--- src/rtl/multiplier_if.sv ---
`default_nettype none
// +-----------------------------------------------------------------------+
// | Module  : multiplier_if                                               |
// | Purpose : Request/result bundle for the shift-add multiplier.         |
// |           master : drives sclr, start, a_in, b_in; reads results.     |
// |           slave  : the multiplier side.                               |
// | Signals : sclr   - synchronous clear, active-high                     |
// |           start  - request pulse, sampled only in IDLE                |
// |           a_in   - 10-bit unsigned multiplicand                       |
// |           b_in   - 10-bit unsigned multiplier                         |
// |           p_out  - 20-bit product, held until next accepted start     |
// |           ovf    - product does not fit in 10 bits                    |
// |           busy   - multiplication in progress                         |
// |           valid  - one-cycle pulse marking p_out/ovf final            |
// | Revision: 1.0 - initial release                                       |
// +-----------------------------------------------------------------------+
interface multiplier_if;
   logic        sclr;
   logic        start;
   logic [9:0]  a_in;
   logic [9:0]  b_in;
   logic [19:0] p_out;
   logic        ovf;
   logic        busy;
   logic        valid;

   modport master (
      output sclr, start, a_in, b_in,
      input  p_out, ovf, busy, valid
   );

   modport slave (
      input  sclr, start, a_in, b_in,
      output p_out, ovf, busy, valid
   );
endinterface
`default_nettype wire

--- src/rtl/multiplier.sv ---
`default_nettype none
// +-----------------------------------------------------------------------+
// | Module  : multiplier                                                  |
// | Purpose : 10x10 unsigned sequential multiplier, one multiplier bit    |
// |           per clock (LSB first shift-add), with zero early-out.       |
// | Ports   : clk   - rising-edge clock                                   |
// |           rst_n - asynchronous active-low reset                       |
// |           bus   - multiplier_if.slave (sclr, start, a_in, b_in,       |
// |                   p_out, ovf, busy, valid)                            |
// | Revision: 1.0 - initial release                                       |
// +-----------------------------------------------------------------------+
module multiplier (
   input  wire          clk,
   input  wire          rst_n,
   multiplier_if.slave  bus
);

   typedef enum logic [1:0] {
      S_IDLE = 2'd0,
      S_CALC = 2'd1,
      S_DONE = 2'd2
   } state_t;

   state_t      state_q, state_d;
   logic [9:0]  a_q, a_d;        // latched multiplicand
   logic [19:0] acc_q, acc_d;    // [19:10] partial product, [9:0] remaining multiplier bits
   logic [3:0]  cnt_q, cnt_d;
   logic [19:0] p_out_q, p_out_d;
   logic        ovf_q, ovf_d;
   logic        busy_q, busy_d;
   logic        valid_q, valid_d;

   logic [10:0] add_sum;         // carry kept in bit 10
   logic [19:0] shift_acc;

   always_comb begin
      add_sum   = {1'b0, acc_q[19:10]} + {1'b0, a_q};
      // The carry drops into bit 19 as the whole accumulator shifts right.
      shift_acc = acc_q[0] ? {add_sum, acc_q[9:1]} : {1'b0, acc_q[19:1]};

      state_d = state_q;
      a_d     = a_q;
      acc_d   = acc_q;
      cnt_d   = cnt_q;
      p_out_d = p_out_q;
      ovf_d   = ovf_q;
      busy_d  = busy_q;
      valid_d = 1'b0;

      if (bus.sclr) begin
         state_d = S_IDLE;
         a_d     = '0;
         acc_d   = '0;
         cnt_d   = '0;
         p_out_d = '0;
         ovf_d   = 1'b0;
         busy_d  = 1'b0;
      end else begin
         case (state_q)
            S_IDLE: begin
               if (bus.start) begin
                  a_d     = bus.a_in;
                  acc_d   = {10'd0, bus.b_in};
                  cnt_d   = '0;
                  p_out_d = '0;
                  ovf_d   = 1'b0;
                  if (bus.a_in == 10'd0 || bus.b_in == 10'd0) begin
                     // Product is known to be zero: skip CALC entirely.
                     state_d = S_DONE;
                     valid_d = 1'b1;
                     busy_d  = 1'b0;
                  end else begin
                     state_d = S_CALC;
                     busy_d  = 1'b1;
                  end
               end
            end
            S_CALC: begin
               acc_d = shift_acc;
               cnt_d = cnt_q + 4'd1;
               if (cnt_q == 4'd9) begin
                  state_d = S_DONE;
                  busy_d  = 1'b0;
                  valid_d = 1'b1;
                  cnt_d   = '0;
                  p_out_d = shift_acc;
                  ovf_d   = |shift_acc[19:10];
               end
            end
            S_DONE: begin
               state_d = S_IDLE;
            end
            default: begin
               state_d = S_IDLE;
               busy_d  = 1'b0;
            end
         endcase
      end
   end

   always_ff @(posedge clk or negedge rst_n) begin
      if (!rst_n) begin
         state_q <= S_IDLE;
         a_q     <= '0;
         acc_q   <= '0;
         cnt_q   <= '0;
         p_out_q <= '0;
         ovf_q   <= 1'b0;
         busy_q  <= 1'b0;
         valid_q <= 1'b0;
      end else begin
         state_q <= state_d;
         a_q     <= a_d;
         acc_q   <= acc_d;
         cnt_q   <= cnt_d;
         p_out_q <= p_out_d;
         ovf_q   <= ovf_d;
         busy_q  <= busy_d;
         valid_q <= valid_d;
      end
   end

   assign bus.p_out = p_out_q;
   assign bus.ovf   = ovf_q;
   assign bus.busy  = busy_q;
   assign bus.valid = valid_q;

endmodule
`default_nettype wire

--- src/flat_wrapper.sv ---
// flat-port wrapper written by rule: the top's interface ports become plain ports
module multiplier_flat 
  (clk, rst_n, bus_sclr, bus_start, bus_a_in, bus_b_in, bus_p_out, bus_ovf, bus_busy, bus_valid);
  multiplier_if bus_i ();
  input  wire clk;
  input  wire rst_n;
  input wire logic [$bits(bus_i.sclr)-1:0] bus_sclr;
  input wire logic [$bits(bus_i.start)-1:0] bus_start;
  input wire logic [$bits(bus_i.a_in)-1:0] bus_a_in;
  input wire logic [$bits(bus_i.b_in)-1:0] bus_b_in;
  output wire logic [$bits(bus_i.p_out)-1:0] bus_p_out;
  output wire logic [$bits(bus_i.ovf)-1:0] bus_ovf;
  output wire logic [$bits(bus_i.busy)-1:0] bus_busy;
  output wire logic [$bits(bus_i.valid)-1:0] bus_valid;
  assign bus_i.sclr = bus_sclr;
  assign bus_i.start = bus_start;
  assign bus_i.a_in = bus_a_in;
  assign bus_i.b_in = bus_b_in;
  assign bus_p_out = bus_i.p_out;
  assign bus_ovf = bus_i.ovf;
  assign bus_busy = bus_i.busy;
  assign bus_valid = bus_i.valid;
  multiplier u_core (.clk(clk), .rst_n(rst_n), .bus(bus_i));
endmodule
--- config.mk ---
export PLATFORM = sky130hd
export DESIGN_NAME = multiplier_flat
export DESIGN_NICKNAME = d
export VERILOG_FILES = /design/src/rtl/multiplier_if.sv /design/src/rtl/multiplier.sv /design/src/flat_wrapper.sv
export SDC_FILE = /design/constraint.sdc
export NUM_CORES = 1
export LEC_CHECK = 0
export ABC_AREA = 1
export CAP_MARGIN = 20
export CORE_MARGIN = 2
export CORE_UTILIZATION = 35
export DETAILED_ROUTE_END_ITERATION = 16
export PLACE_DENSITY_LB_ADDON = 0.05
export SLEW_MARGIN = 25
export SYNTH_ARGS = -nofsm -noshare
export SYNTH_HDL_FRONTEND = slang
export SYNTH_SLANG_ARGS = --single-unit
--- constraint.sdc ---
create_clock -name clk -period 3.3 [get_ports clk]
set_input_delay 0.495 -clock clk [delete_from_list [all_inputs] [get_ports clk]]
set_output_delay 0.495 -clock clk [all_outputs]
set_load 0.02 [all_outputs]
# Word-level counts from Yosys, hierarchy flattened

Index checks and enable logic that the tools add are counted.

Bits in registers: 59
Output and inout bits: 23
Logic and storage cells: 63
Input bits: 24
ROM bits: 0
Bits in writable memories: 0
Memories kept: 0
Latch bits: 0

Divide/modulo/power cells: 0
Shifts and indexed selects: 0
$add $sub $neg: 2
Multiplexer cells: 34
Reductions and logical operators: 13
Bitwise gates (word level): 0
Multipliers: 0
Order comparisons: 0
Equal/unequal tests: 6

Operators with widths:

| cell                                                            | count |
|---|---|
| 20-bit two-way mux                                              | 6 |
| 20-bit one-hot mux with 2 select lines                          | 2 |
| 10-bit two-way mux                                              | 3 |
| 10-bit zero test                                                | 2 |
| 4-bit two-way mux                                               | 3 |
| 10-bit by 10-bit adder with 11-bit output                       | 1 |
| 1-bit two-way mux                                               | 11 |
| 10-bit OR reduction                                             | 1 |
| 2-bit two-way mux                                               | 4 |
| 4-bit one-hot mux with 2 select lines                           | 1 |
| 2-bit AND reduction                                             | 3 |
| 3-bit AND reduction                                             | 2 |
| 4-bit by 1-bit adder with 4-bit output, second input constant   | 1 |
| 4-bit == test, second input constant                            | 1 |
| 1-bit one-hot mux with 2 select lines                           | 2 |
| 2-bit one-hot mux with 2 select lines                           | 1 |
| 2-bit nonzero test                                              | 2 |
| 3-bit by 2-bit != test with 1-bit output, second input constant | 1 |
| 3-bit != test, second input constant                            | 1 |
| 1-bit one-hot mux with 3 select lines                           | 1 |
| 3-bit nonzero test                                              | 1 |
| 2-bit by 1-bit == test with 1-bit output, second input constant | 1 |
| 2-bit == test, second input constant                            | 1 |
| 2-bit zero test                                                 | 1 |
| 2 further kinds                                                 | 2 |

# Logic depth before layout (Yosys ltp)

Gate-level depths: netlist of run 1.

Depth in word-level cells: 6
Gate-level depth with buffers: 15
Depth with buffers taken out: 15

# Least setup slack after synthesis of run 1

No wires, ideal clock.

Path type: register -> register
Start point: reg u_core.acc_q[10]
End point: reg u_core.ovf_q (netlist: u_core.bus.ovf)
Period minus slack after synthesis: 1.899 ns
Cell stages (with the launch flop): 15
Arrival: 1.782 ns
Slack: 1.401 ns
Data required time: 3.184 ns
Path through: dfrtp_1 -> ha_1 -> fa_1 -> nand2_1 -> nand2_1 -> nand3_1 -> nand2_1 -> nand2_1 -> nand3_1 -> nand2_1 -> nand2_1 -> nor2_1 -> nand3_1 -> nand2_1 -> nand2_1

Longest elaborated chain between the ends: 6

RTL lines:

| what                                      | line              | RTL |
|---|---|---|
| start: declaration                        | multiplier.sv:26  | `logic [19:0] acc_q, acc_d;` |
| start signal: assignment                  | multiplier.sv:105 | `acc_q <= '0;` |
| start signal: assignment                  | multiplier.sv:114 | `acc_q <= acc_d;` |
| 10-bit by 10-bit adder with 11-bit output | multiplier.sv:37  | `add_sum = {1'b0, acc_q[19:10]} + {1'b0, a_q};` |
| 20-bit two-way mux                        | multiplier.sv:39  | `shift_acc = acc_q[0] ? {add_sum, acc_q[9:1]} : {1'b0, acc_q[19:1]};` |
| 10-bit OR reduction                       | multiplier.sv:87  | `ovf_d = \|shift_acc[19:10];` |
| 1-bit two-way mux                         | multiplier.sv:81  | `if (cnt_q == 4'd9) begin` |
| 1-bit one-hot mux with 2 select lines     | multiplier.sv:59  | `case (state_q)` |
| 1-bit two-way mux                         | multiplier.sv:50  | `if (bus.sclr) begin` |
| end signal: assignment                    | multiplier.sv:117 | `ovf_q <= ovf_d;` |
| end: declaration                          | multiplier.sv:29  | `logic ovf_q, ovf_d;` |

Every way passes these cells. The select of a mux whose other input is x is not followed.
A chain may end at the register's enable or synchronous reset.

# Final worst setup path of run 1

Start point: reg u_core.a_q[0]
End point: reg u_core.ovf_q (netlist: u_core.bus.ovf)

Longest elaborated chain between the ends: 6

RTL lines:

| what                                      | line              | RTL |
|---|---|---|
| start: declaration                        | multiplier.sv:25  | `logic [9:0] a_q, a_d;` |
| start signal: assignment                  | multiplier.sv:104 | `a_q <= '0;` |
| start signal: assignment                  | multiplier.sv:113 | `a_q <= a_d;` |
| 10-bit by 10-bit adder with 11-bit output | multiplier.sv:37  |  |
| 20-bit two-way mux                        | multiplier.sv:39  |  |
| 10-bit OR reduction                       | multiplier.sv:87  |  |
| 1-bit two-way mux                         | multiplier.sv:81  |  |
| 1-bit one-hot mux with 2 select lines     | multiplier.sv:59  |  |
| 1-bit two-way mux                         | multiplier.sv:50  |  |

Every way passes these cells. The select of a mux whose other input is x is not followed.

==> metrics.csv, run 1 <==
stage,metric,value,unit
route,Final ANT Viol Nets,0,
timing,fin crit share,67.56,%
cells_and_area,Finished Layout Cells,563,
critical_path,Crit Path Class,reg2reg,
critical_path,Required @ worst endpoint,3530,ps
route,post-DR vias/cell,4.824,
critical_path,CP Launch Type,register,
clocking,clock root cell,clkbuf_8,
timing,Final Hold Vio Count,0,
timing,FMAX,448.5,MHz
route,total wire length,7758,um
placement,placed cell count,546,
synth,cell taking the most area after synthesis,dfrtp_1,
synth,Post-synth EDFFs,0,
floorplanning,core area,8721,um^2
route,initial DRC count,164,
run,Max Cap Viol,0,
power_and_ir_drop,Pwr Density,673.6,nW/um^2
critical_path,max incr delay on CP,420,ps
floorplanning,Die Y,98.80,um
timing,relative slew slack,65.82,%
clocking,CTS H-tree lvls,3,
synth,commonest register cell after synthesis,dfrtp_1,
global_routing,Total GRT Usage,16.84,%
synth,post-synth top area share,46.94,%
synth,largest cells by area after synthesis,"dfrtp_1 47%, nand2_1 13%, nand3_1 6.7%",
synth,cell with the most instances after synthesis,nand2_1,
cells_and_area,fin area,3928,um^2
synth,Mean Syn Cell Area,7.884,um^2
placement,# port buffers,46,
synth,Post-synth ARST share,100.0,%
critical_path,crit path DAT,2460,ps
power_and_ir_drop,Tot Pwr,2.645,mW
critical_path,"most used cell, CP",nand2_1,
route,DRT Pass-1 Iters,4,
route,routed wire length on met3,289,um
placement,Detailed Place HPWL,5984,um
synth,mapped cell area,3146,um^2
placement,GPL Wtd Cong,0.7800,
clocking,CTS tree,yes,
cells_and_area,layout cells sized above 1,7.253,%
synth,register area share after synthesis,46.94,%
timing,Setup Viol. Count Final,0,
critical_path,CP max stage cell,fa_1,
route,drc violations,0,
timing,Worst Skew,7.658,ps
global_routing,largest net degree at the start of global routing,38,
global_routing,Overflow after GRT,0,
clocking,clk_lat worst skew,340,ps
clocking,CTS Buf Count,9,
timing,Fin Hold WS,486.5,ps
power_and_ir_drop,Pleak,1.894,nW
synth,Synth cell types,30,
global_routing,vias in the first global route,2653,
timing,RSZ-0062 raised after global routing,no,
cells_and_area,nets,487,
route,vias,2716,
timing,Slew @ Worst Pin,511.0,ps
timing,setup tns final,0,ps
hold_path,Hold WC Path Type,reg2reg,
synth,synthesized netlist net count,436,
run_status,status,"complete, no violations",
floorplanning,# rows,34,
power_and_ir_drop,Max IR drop VDD,0.3466,mV
global_routing,initial antenna violation count,0,
synth,Seq cells post-synth,59,
route,met2 WL,3495,um
floorplanning,I/O pin total,47,
global_routing,global-route wire length before repair,12930,um
cells_and_area,Diodes inserted,0,
cells_and_area,Final Util,45.04,%
timing,final worst setup slack,1071,ps
placement,dpl ws,842.6,ps
cells_and_area,Syn-to-layout area delta,24.86,%
floorplanning,Die ar.,9761,um^2
critical_path,CP endpoint kind,register,
clocking,Clock Tree Buf Depth,2,
timing,fin. max-slew vios,0,
route,Avg WL per Cell,13.78,um
clocking,clk slew on worst S/H paths,70,ps
critical_path,CP Max Fanout,3,
route,wl on met1,3880,um
synth,synthesized instance count,399,
floorplanning,Die Wd,98.80,um
floorplanning,starting density of the core,36.07,%
placement,Placed Area,3691,um^2
timing,Tmin final,2229,ps
route,uppermost layer routed,met4,
synth,YS warnings,0,
synth,top post-synthesis cells by count,"112 x nand2_1, 59 x dfrtp_1, 47 x inv_1",
clocking,CTS resizes,0,
clocking,clock tree sinks,59,
critical_path,worst-path cell chain,ha_1 > fa_1 > nand2_1 > nand2_1 > nand3_1 > nand2_1 > nand2_1 > nand3_1 > nand2_1 > nand2_1 > nor2_1 > nand3_1 > nand2_1 > nand2_1,
placed cells by master (no fill, tap or decap), types with 3 or more instances in the layout:
cell	n
nand2_1	112
dfrtp_1	59
inv_1	47
clkdlybuf4s50_1	45
nand3_1	42
o21ai_0	30
nor2_1	29
ha_1	12
a21oi_1	11
clkbuf_8	10
o22ai_1	9
a31oi_1	7
o21ai_1	6
inv_2	3
nor2_4	3
or2_2	3
buf_4	3
report_power, final:
group          total [mW]  switching (mW)  internal, mW
clock network       0.748           0.303         0.445
logic               0.904           0.583         0.322
registers           0.993           0.121         0.872
cells by family (layout without fill, tap and decap cells):
| family | count (synthesis) | in the layout | share of synthesized area, % |
|---|---|---|---|
| compound gates | 67 | 67 | 11.61 |
| xor+xnor | 1 | 1 | 0.2785 |
| fa+ha+maj | 13 | 13 | 5.410 |
| buf+inv | 62 | 118 | 8.592 |
| flops | 59 | 59 | 46.94 |
| simple gates | 197 | 197 | 27.17 |
layer usage:
metal	track usage, %	up-vias
met5	0	-
met4	4.531	0
met3	4.043	8
met2	25.99	49
met1	23.83	1254
li1	-	1405
state kept, by name, summed over array words and instances, names as in the netlist:
| name | cells |
|---|---|
| u_core.acc_q | 20 |
| u_core.bus.p_out | 20 |
| u_core.a_q | 10 |
| u_core.cnt_q | 4 |
| u_core.state_q | 2 |
| u_core.bus.busy | 1 |
| u_core.bus.ovf | 1 |
| u_core.bus.valid | 1 |
critical path: cells and delay by family (launching register included):
kind / cells / cell delay [ps]
flip-flops: 1 / 410
AND/OR/NAND/NOR: 12 / 1050
adder cells (fa/ha/maj): 2 / 670
what timing repair did:
action                                  4_1_cts  5_1_grt
hold buffers                                  1        0
setup buffers                                 0        0
endpoints found under the setup margin        0        0
hold endpoints to repair                      3        0
area by class of cell:
class                      instances  area (um^2)
clock inverter                     6        88.84
inverter                          52        202.7
sequential                        59         1476
clock buffer                      10        137.6
multi-input combinational        278         1399
fill                             868         4793
tap                              108        135.1
timing repair buffer              50        488.0
path summary, 6_finish.rpt:
kind / start / to / slack (ps) / depth (start not counted)
max reg2reg: u_core.a_q[0] / u_core.bus.ovf / 1070 / 14
min: u_core.cnt_q[2] / u_core.cnt_q[2] / 490 / 1
min reg2reg: u_core.cnt_q[2] / u_core.cnt_q[2] / 490 / 1
min in group asynchronous: rst_n / u_core.acc_q[18] / 500 / 2
max: u_core.a_q[0] / u_core.bus.ovf / 1070 / 14
max in group asynchronous: rst_n / u_core.a_q[7] / 2120 / 3
Power figures use the tool's default switching activity.
==> run 2, diff against run 1 <==
==> constraint.sdc (replaced) <==
create_clock -name clk -period 2.2 [get_ports clk]
set_input_delay 0.33 -clock clk [delete_from_list [all_inputs] [get_ports clk]]
set_output_delay 0.33 -clock clk [all_outputs]
set_load 0.02 [all_outputs]
==> run 2 against run 1 <==
Against the previous run:
- fmax increased by 9.6%
- clock power increased by 35%
- via count increased by 2.1%
- utilization increased by 0.36 points
- non-clock buffer count increased by 5
- sequential share of layout area decreased by 0.30 points
- sequential power increased by 50%
- final cell count increased by 0.89%
- critical path type unchanged
- routed wire length increased by 2.2%
- global-route usage increased by 0.68 points
==> metrics.csv, run 2 (same netlist as run 1, synthesis figures left out) <==
stage,metric,value,unit,change
timing,FMAX,491.5,MHz,+9.6%
critical_path,r2r endpoint,u_core.bus.ovf,,
run,Max Cap Viol,0,,unchanged
critical_path,crit path DAT,2270,ps,-190 ps
clocking,clock root cell,clkbuf_8,,
floorplanning,core area,8721,um^2,unchanged
timing,Setup Viol. Count Final,0,,unchanged
critical_path,Worst Reg-to-Reg Cells,14,,unchanged
critical_path,CP Launch Type,register,,
power_and_ir_drop,Pleak,1.915,nW,+1.1%
cells_and_area,Fill cells,868,,unchanged
timing,setup tns final,0,ps,unchanged
placement,Detailed Place HPWL,6149,um,+2.8%
clocking,CTS tree,yes,,
critical_path,worst reg2reg setup slack,170,ps,-910 ps
floorplanning,# rows,34,,unchanged
critical_path,R2R Path Start,u_core.acc_q[10],,
floorplanning,Die Y,98.80,um,unchanged
timing,relative slew slack,69.39,%,+3.6 points
clocking,clock tree sinks,59,,unchanged
clocking,clk_lat worst skew,340,ps,about the same
timing,RSZ-0062 raised after global routing,no,,
cells_and_area,footprint of the multi-input gates,1404,um^2,+0.36%
cells_and_area,"most common cell after layout, fill and taps aside",nand2_1,,
floorplanning,Die ar.,9761,um^2,unchanged
route,vias,2774,,+2.1%
global_routing,Total GRT Usage,17.52,%,+0.68 points
clocking,clk slew on worst S/H paths,80,ps,about the same
route,drc violations,0,,unchanged
timing,fin. max-slew vios,0,,unchanged
clocking,CTS Buf Count,9,,unchanged
floorplanning,starting density of the core,36.07,%,unchanged
global_routing,global-route wire length before repair,13310,um,+2.9%
critical_path,CP Max Fanout,3,,unchanged
timing,Fin Hold WS,450.1,ps,-36.42 ps
timing,Worst Skew,13.41,ps,+5.748 ps
placement,GPL Wtd Cong,0.8395,,+7.6%
critical_path,Crit Path Class,reg2reg,,
cells_and_area,layout cells sized above 1,8.696,%,+1.4 points
hold_path,Hold WC Path Type,in2async,,
route,total wire length,7931,um,+2.2%
global_routing,initial antenna violation count,0,,unchanged
clocking,CTS H-tree lvls,3,,unchanged
cells_and_area,Syn-to-layout area delta,25.86,%,
timing,fin crit share,92.49,%,+25 points
critical_path,Required @ worst endpoint,2430,ps,-1100 ps
cells_and_area,nets,492,,+1.0%
power_and_ir_drop,Pwr Density,981.6,nW/um^2,+46%
route,initial DRC count,153,,-6.7%
clocking,Clock Tree Buf Depth,2,,unchanged
cells_and_area,most frequent cells in the layout,"111 x nand2_1, 59 x dfrtp_1, 47 x inv_1, 45 x clkdlybuf4s50_1, 42 x nand3_1",,
critical_path,CP endpoint kind,register,,
timing,Slew @ Worst Pin,458.5,ps,-52.55 ps
cells_and_area,Diodes inserted,0,,unchanged
floorplanning,I/O pin total,47,,unchanged
run_status,status,"complete, no violations",,
route,post-DR vias/cell,4.884,,+1.2%
route,Avg WL per Cell,13.96,um,+1.3%
timing,Final Hold Vio Count,0,,unchanged
floorplanning,Die Wd,98.80,um,unchanged
global_routing,Overflow after GRT,0,,unchanged
cells_and_area,Sequential Area,1476,um^2,unchanged
global_routing,largest net degree at the start of global routing,38,,unchanged
global_routing,vias in the first global route,2687,,+1.3%
power_and_ir_drop,Max IR drop VDD,0.4745,mV,+37%
placement,# port buffers,46,,unchanged
clocking,post-CTS setup buffer count,0,,unchanged
route,DRT Pass-1 Iters,4,,unchanged
timing,Tmin final,2035,ps,-194.7 ps
route,Final ANT Viol Nets,0,,unchanged
[run 2: layout make-up]
cell class	count	area share (%)
sequential	59	37.29
multi-input combinational	278	35.46
timing repair buffer	55	13.59
inverter	52	5.120
clock buffer	10	3.477
tap	108	3.413
clock inverter	6	1.643
[run 2: worst max-delay path, stage by stage, from the launching register on]
cell     delay, ps
dfrtp_1        380
ha_1           240
fa_2           370
nand2_1         90
nand2_1         90
nand3_1        120
nand2_1         60
nand2_1         60
nand3_1         70
nand2_1        130
nand2_1         60
nor2_1          80
nand3_1         80
nand2_1         60
nand2_1         40
[run 2: worst max path at each step]
stage / startpoint / end / slack [ps] / cells past startpoint
floorplan: u_core.acc_q[10] / u_core.bus.ovf / 300 / 14
detailed placement: u_core.acc_q[10] / u_core.bus.ovf / 110 / 14
CTS: u_core.acc_q[10] / u_core.bus.ovf / 110 / 14
global route: u_core.acc_q[10] / u_core.bus.ovf / 2 / 14
finish: u_core.acc_q[10] / u_core.bus.ovf / 170 / 14
global placement: u_core.acc_q[10] / u_core.bus.ovf / 160 / 14
[run 2: layer usage]
metal / up-vias / GRT usage, % / wire, um
met3: 14 / 3.333 / 380
met4: 0 / 6.533 / 157
met2: 75 / 26.66 / 3566
met5: - / 0 / 0
li1: 1420 / - / -
met1: 1265 / 24.88 / 3827
[run 2: power breakdown]
group / leakage, nW / internal, mW / switching (mW)
Combinational: 1.01 / 0.504 / 0.887
Sequential: 0.800 / 1.31 / 0.181
Clock: 0.102 / 0.553 / 0.453
Total: 1.91 / 2.37 / 1.52
[run 2: through the flow]
stage                     setup WS (ps)  utilization, %  instance area, um^2  std cells  power (mW)
after detailed placement          113.1           42.90                 3741        551       2.903
after floorplan                   301.4               -                 3146        399       2.471
after CTS                         105.3           45.34                 3954        568       3.919
after global placement            157.0           42.90                 3741        551       2.894
after global routing              2.349           45.39                 3959        568       4.181
final                             165.2           45.39                 3959        568       3.886
[run 2: timing repair]
| item | in CTS | in global routing |
|---|---|---|
| hold buffers | 1 | 0 |
| resized for setup | 0 | 2 |
| endpoints found under the hold margin | 13 | 0 |
| endpoints found under the setup margin | 0 | 1 |
